<file path="config.mk">
export PLATFORM = sky130hd
export DESIGN_NAME = bimodal_branch_predictor
export DESIGN_NICKNAME = d
export VERILOG_FILES = /design/src/rtl/bimodal_branch_predictor.sv
export SDC_FILE = /design/constraint.sdc
export NUM_CORES = 1
export LEC_CHECK = 0
export CORE_MARGIN = 2
export CORE_UTILIZATION = 45
export CTS_CLUSTER_DIAMETER = 80
export DETAILED_ROUTE_END_ITERATION = 8
export PLACE_DENSITY = 0.73
export SLEW_MARGIN = 20
export SYNTH_ARGS = -nofsm -noshare
export SYNTH_HDL_FRONTEND = slang
export SYNTH_SLANG_ARGS = --single-unit
</file>
<file path="constraint.sdc">
create_clock -name clk -period 14.6 [get_ports clk]
set_input_delay 4.38 -clock clk [delete_from_list [all_inputs] [get_ports clk]]
set_output_delay 4.38 -clock clk [all_outputs]
set_load 0.01 [all_outputs]
</file>
<file path="src/rtl/bimodal_branch_predictor.sv">
// Bimodal branch predictor: table of saturating counters indexed by PC, plus perf counters.
// Define BRANCH_PREDICTOR_GSHARE_EN to XOR the index with a global taken/not-taken history.
module bimodal_branch_predictor #(
    parameter int unsigned XLEN         = 32,
    parameter int unsigned BHT_ENTRIES  = 64,
    parameter int unsigned COUNTER_BITS = 2
) (
    input  logic            clk,
    input  logic            reset,
    input  logic [XLEN-1:0] pc,
    input  logic [XLEN-1:0] pc_plus_four,
    input  logic [XLEN-1:0] branch_target,
    input  logic            jump,
    input  logic            branch,
    output logic            branch_predicted_taken,
    output logic [XLEN-1:0] predicted_next_instruction,
    input  logic            update_valid,
    input  logic [XLEN-1:0] update_pc,
    input  logic            update_taken,
    input  logic            update_mispredicted,
    output logic [31:0]     branch_count,
    output logic [31:0]     mispredict_count
);
    localparam int unsigned IdxW = $clog2(BHT_ENTRIES);
    localparam logic [COUNTER_BITS-1:0] WeakNt =
        COUNTER_BITS'((1 << (COUNTER_BITS - 1)) - 1);

    logic [IdxW-1:0]         rd_idx;
    logic [IdxW-1:0]         wr_idx;
    logic [COUNTER_BITS-1:0] cnt_q [BHT_ENTRIES];
    logic [COUNTER_BITS-1:0] cnt_d [BHT_ENTRIES];
    logic [COUNTER_BITS-1:0] wr_cnt;
    logic [COUNTER_BITS-1:0] rd_cnt;
    logic [31:0]             branch_count_q, branch_count_d;
    logic [31:0]             mispredict_count_q, mispredict_count_d;

`ifdef BRANCH_PREDICTOR_GSHARE_EN
    logic [IdxW-1:0] hist_q, hist_d;

    // Both ports use the pre-update history, so an update sees the same index its prediction did.
    assign rd_idx = pc[IdxW+1:2] ^ hist_q;
    assign wr_idx = update_pc[IdxW+1:2] ^ hist_q;

    always_comb begin
        hist_d = hist_q;
        if (update_valid) begin
            hist_d = {hist_q[IdxW-2:0], update_taken};
        end
    end

    always_ff @(posedge clk or negedge reset) begin
        if (!reset) begin
            hist_q <= '0;
        end else begin
            hist_q <= hist_d;
        end
    end
`else
    assign rd_idx = pc[IdxW+1:2];
    assign wr_idx = update_pc[IdxW+1:2];
`endif

    // Reads come straight from the flops, so a same-index update is seen only next cycle.
    assign rd_cnt                     = cnt_q[rd_idx];
    assign branch_predicted_taken     = jump | (branch & rd_cnt[COUNTER_BITS-1]);
    assign predicted_next_instruction = branch_predicted_taken ? branch_target : pc_plus_four;

    always_comb begin
        wr_cnt = cnt_q[wr_idx];
        if (update_taken && (wr_cnt != {COUNTER_BITS{1'b1}})) begin
            wr_cnt = wr_cnt + 1'b1;
        end else if (!update_taken && (wr_cnt != '0)) begin
            wr_cnt = wr_cnt - 1'b1;
        end
    end

    always_comb begin
        cnt_d              = cnt_q;
        branch_count_d     = branch_count_q;
        mispredict_count_d = mispredict_count_q;
        if (update_valid) begin
            cnt_d[wr_idx]  = wr_cnt;
            branch_count_d = branch_count_q + 32'd1;
            if (update_mispredicted) begin
                mispredict_count_d = mispredict_count_q + 32'd1;
            end
        end
    end

    always_ff @(posedge clk or negedge reset) begin
        if (!reset) begin
            for (int i = 0; i < int'(BHT_ENTRIES); i++) begin
                cnt_q[i] <= WeakNt;
            end
            branch_count_q     <= '0;
            mispredict_count_q <= '0;
        end else begin
            cnt_q              <= cnt_d;
            branch_count_q     <= branch_count_d;
            mispredict_count_q <= mispredict_count_d;
        end
    end

    assign branch_count     = branch_count_q;
    assign mispredict_count = mispredict_count_q;

    logic unused_bits;
    assign unused_bits = ^{pc[XLEN-1:IdxW+2], pc[1:0],
                           update_pc[XLEN-1:IdxW+2], update_pc[1:0]};

endmodule

</file>
==> metrics.md <==
| Metric | Value |
|---|---|
| CTS sink cnt | 192 |
| Slew of the pin with the lowest slew margin | 0.994 ns |
| Hold buffer count at cts | 0 |
| Port Buf Inserts | 179 |
| Clock skew | 0.0174 ns |
| Initial Util | 0.456 |
| Congestion Overflow GR | 0 |
| PD cells | 121 mW/mm^2 |
| Clock Root Buffer | clkbuf_16 |
| VDD IR-drop max | 0.0763 mV |
| Final Max Slew Viols | 0 |
| Die area | 0.0250 mm^2 |
| Synth Area per Inst | 10.5 um^2 |
| Clock-pin transition on the worst setup and hold timing paths | 0.08 ns |
| Hold WC Path Type | reg2reg |
| Net Count, Synth | 1157 |
| Routed wire length | 28000 um |
| CTS HTree Levels | 4 |
| Fin. Hold Viols | 0 |
| Met2 usage | 0.384 |
| P_int | 1.08 mW |
| Fin worst setup slack | 1.71 ns |
| WS Path Type | in2out |
| Row Count | 56 |
| Synth async-reset ratio | 1.00 |
| Mapped Area | 0.0107 mm^2 |
| Number of diodes | 0 |
| DR DRC count | 0 |
| Main synth FF type | dfrtp_1 |
| Hpwl dp | 19100 um |
| Antenna Nets Post-Route | 0 |
| Slew HR | 0.338 |
| Fin Setup TNS | 0 ns |
| Clock Power Share | 0.299 |
| Leakage power | 5.45 nW |
| Synthesis Warnings | 0 |
| Post-Syn Instances | 1018 |
| CP Data Arrival Time | 8.51 ns |
| Worst EP required | 10.22 ns |
| PostCTS Resize Cnt | 0 |
| Initial DRT Pass Iterations | 6 |
| Sw frac | 0.324 |
| Met3 usage | 0.0433 |
| GRT busiest layer | met2 |
| Flop pwr share | 0.451 |
| Initial antenna violation count | 0 |
| Finished Core Util | 0.564 |
| Dpl ws | 1.76 ns |
| Via density per instance | 5.63 |
| Die height | 158 um |
| Post-synth EDFFs | 0 |
| Largest buffer count on any clock path | 2 |
| Syn-to-layout area delta | 23.7% |
| Share of cells above drive strength 1 | 0.161 |
| Most frequent cells in the layout | 177 x clkdlybuf4s50_1, 130 x nor2_1, 128 x dfrtp_1 |
| Critical Path Start Type | input port |
| Vias in the first global route | 8122 |
| DR vias | 8390 |
| Largest net degree at the start of global routing | 125 |
| CP max FO | 33 |
| All-Layer GR Usage | 0.225 |
| Commonest non-fill, non-tap cell in the layout | clkdlybuf4s50_1 |
| Seq cells post-synth | 192 |
| RSZ-0062 raised after global routing | false |
| Die Span X | 158 um |
| Setup violators final | 0 |
| Fin crit period | 12.89 ns |
| CTS tree | yes |
| Distinct cells, synth | 57 |
| Combinational share of power | 0.250 |
| P_sw | 515 uW |
| Upper clock frequency limit | 0.0776 GHz |
| Final period util | 0.883 |
| Clk Latency, worst-skew pair | 0.45 ns |
| CTS Buf Count | 17 |
| Critical path endpoint category | primary output |
| Max-Cap Viols | 0 |
| WL/cell | 18.8 um |
| DR iter-0 viols | 646 |
| M1 GR Usage | 0.290 |
| Placer Congestion | 0.880 |
| Sequential area share after synthesis | 0.458 |
| Status | finished, final reports clean |
| Post-CTS Setup Repair Bufs | 0 |
| IO Pins | 232 |
| CORE AREA | 0.0234 mm^2 |
| First-pass GRT wire length | 43700 um |
| Nets | 1298 |
## power by group through the flow
stage	clock network [mW]	logic (mW)	registers (mW)
global placement	0	0.388	0.722
CTS	0.483	0.399	0.718
finish	0.476	0.398	0.718
floorplan	0	0.251	0.709
global route	0.505	0.434	0.730
detailed placement	0	0.397	0.726
## per-layer routing
layer  wire, um  share of wire
met2      13800           0.49
met1      11500           0.41
met5          0              0
met3       2090          0.075
met4        607          0.022
## synthesized netlist by cell type, types with 6 or more instances
cell / number / area share
nor2b_1: 6 / 0.0035
mux2_2: 12 / 0.013
clkbuf_1: 33 / 0.012
nand4_1: 10 / 0.0059
dfrtp_1: 128 / 0.30
nand3_1: 25 / 0.012
and2_1: 7 / 0.0041
xor2_1: 22 / 0.018
and3_1: 12 / 0.0070
mux2_4: 29 / 0.041
or3_1: 6 / 0.0035
o21ai_1: 7 / 0.0033
buf_2: 16 / 0.0075
o31ai_1: 17 / 0.012
xnor2_1: 40 / 0.033
mux2i_1: 66 / 0.062
nand2b_1: 10 / 0.0059
inv_1: 9 / 0.0032
nor2_1: 130 / 0.046
o21ai_0: 70 / 0.033
dfstp_2: 64 / 0.16
a21oi_1: 52 / 0.024
mux4_2: 29 / 0.061
o311ai_0: 27 / 0.022
nand2_1: 120 / 0.042
## worst paths after layout
kind,cells past startpoint,start,end,slack (ns)
max in group asynchronous,2,reset,branch_count[6],9.03
worst min-delay path,2,cnt_q[10],cnt_q[10],0.47
min in group asynchronous,1,reset,cnt_q[15],4.11
worst max-delay path,9,pc[2],predicted_next_instruction[1],1.71
worst min register to register,2,cnt_q[10],cnt_q[10],0.47
worst max register to register,12,cnt_q[44],cnt_q[91],10.66
## registers in the layout, summed over array words and instances (netlist names)
| name | count |
|---|---|
| mispredict_count | 32 |
| branch_count | 32 |
| cnt_q | 128 |
## cell type report
type	count	area, um^2
clock buffer	17	425
clock inverter	15	188
fill	2001	10200
inverter	9	33.8
multi-input combinational	751	5410
sequential	192	4880
tap	319	399
timing repair buffer	188	1860
## logic make-up after synthesis
family | share of synthesized area
and+or+nand+nor | 0.145
AOI/OAI and AO/OA | 0.117
DFF | 0.458
muxes | 0.189
buffers and inverters | 0.0362
xor gates and xnor gates | 0.0509
adders and majority gates | 0.00469
## critical path: stages
cell	delay, ns
clkdlybuf4s50_1	0.97
mux4_1	0.69
mux4_2	0.51
o21ai_1	0.27
nor3_1	0.14
o31ai_4	0.18
buf_4	0.49
mux2_2	0.39
clkdlybuf4s50_1	0.48
## stage by stage
stage | hold WS [ns] | power [mW] | instances | instance area (um^2)
after CTS | 0.469 | 1.60 | 1491 | 13200
final | 0.469 | 1.59 | 1491 | 13200
after floorplan | 0.443 | 0.959 | 1018 | 10700
after global routing | 0.482 | 1.67 | 1491 | 13200
after global placement | 0.453 | 1.11 | 1459 | 12600
after detailed placement | 0.457 | 1.12 | 1459 | 12600
Note: power is estimated with default switching activity, not from simulation.
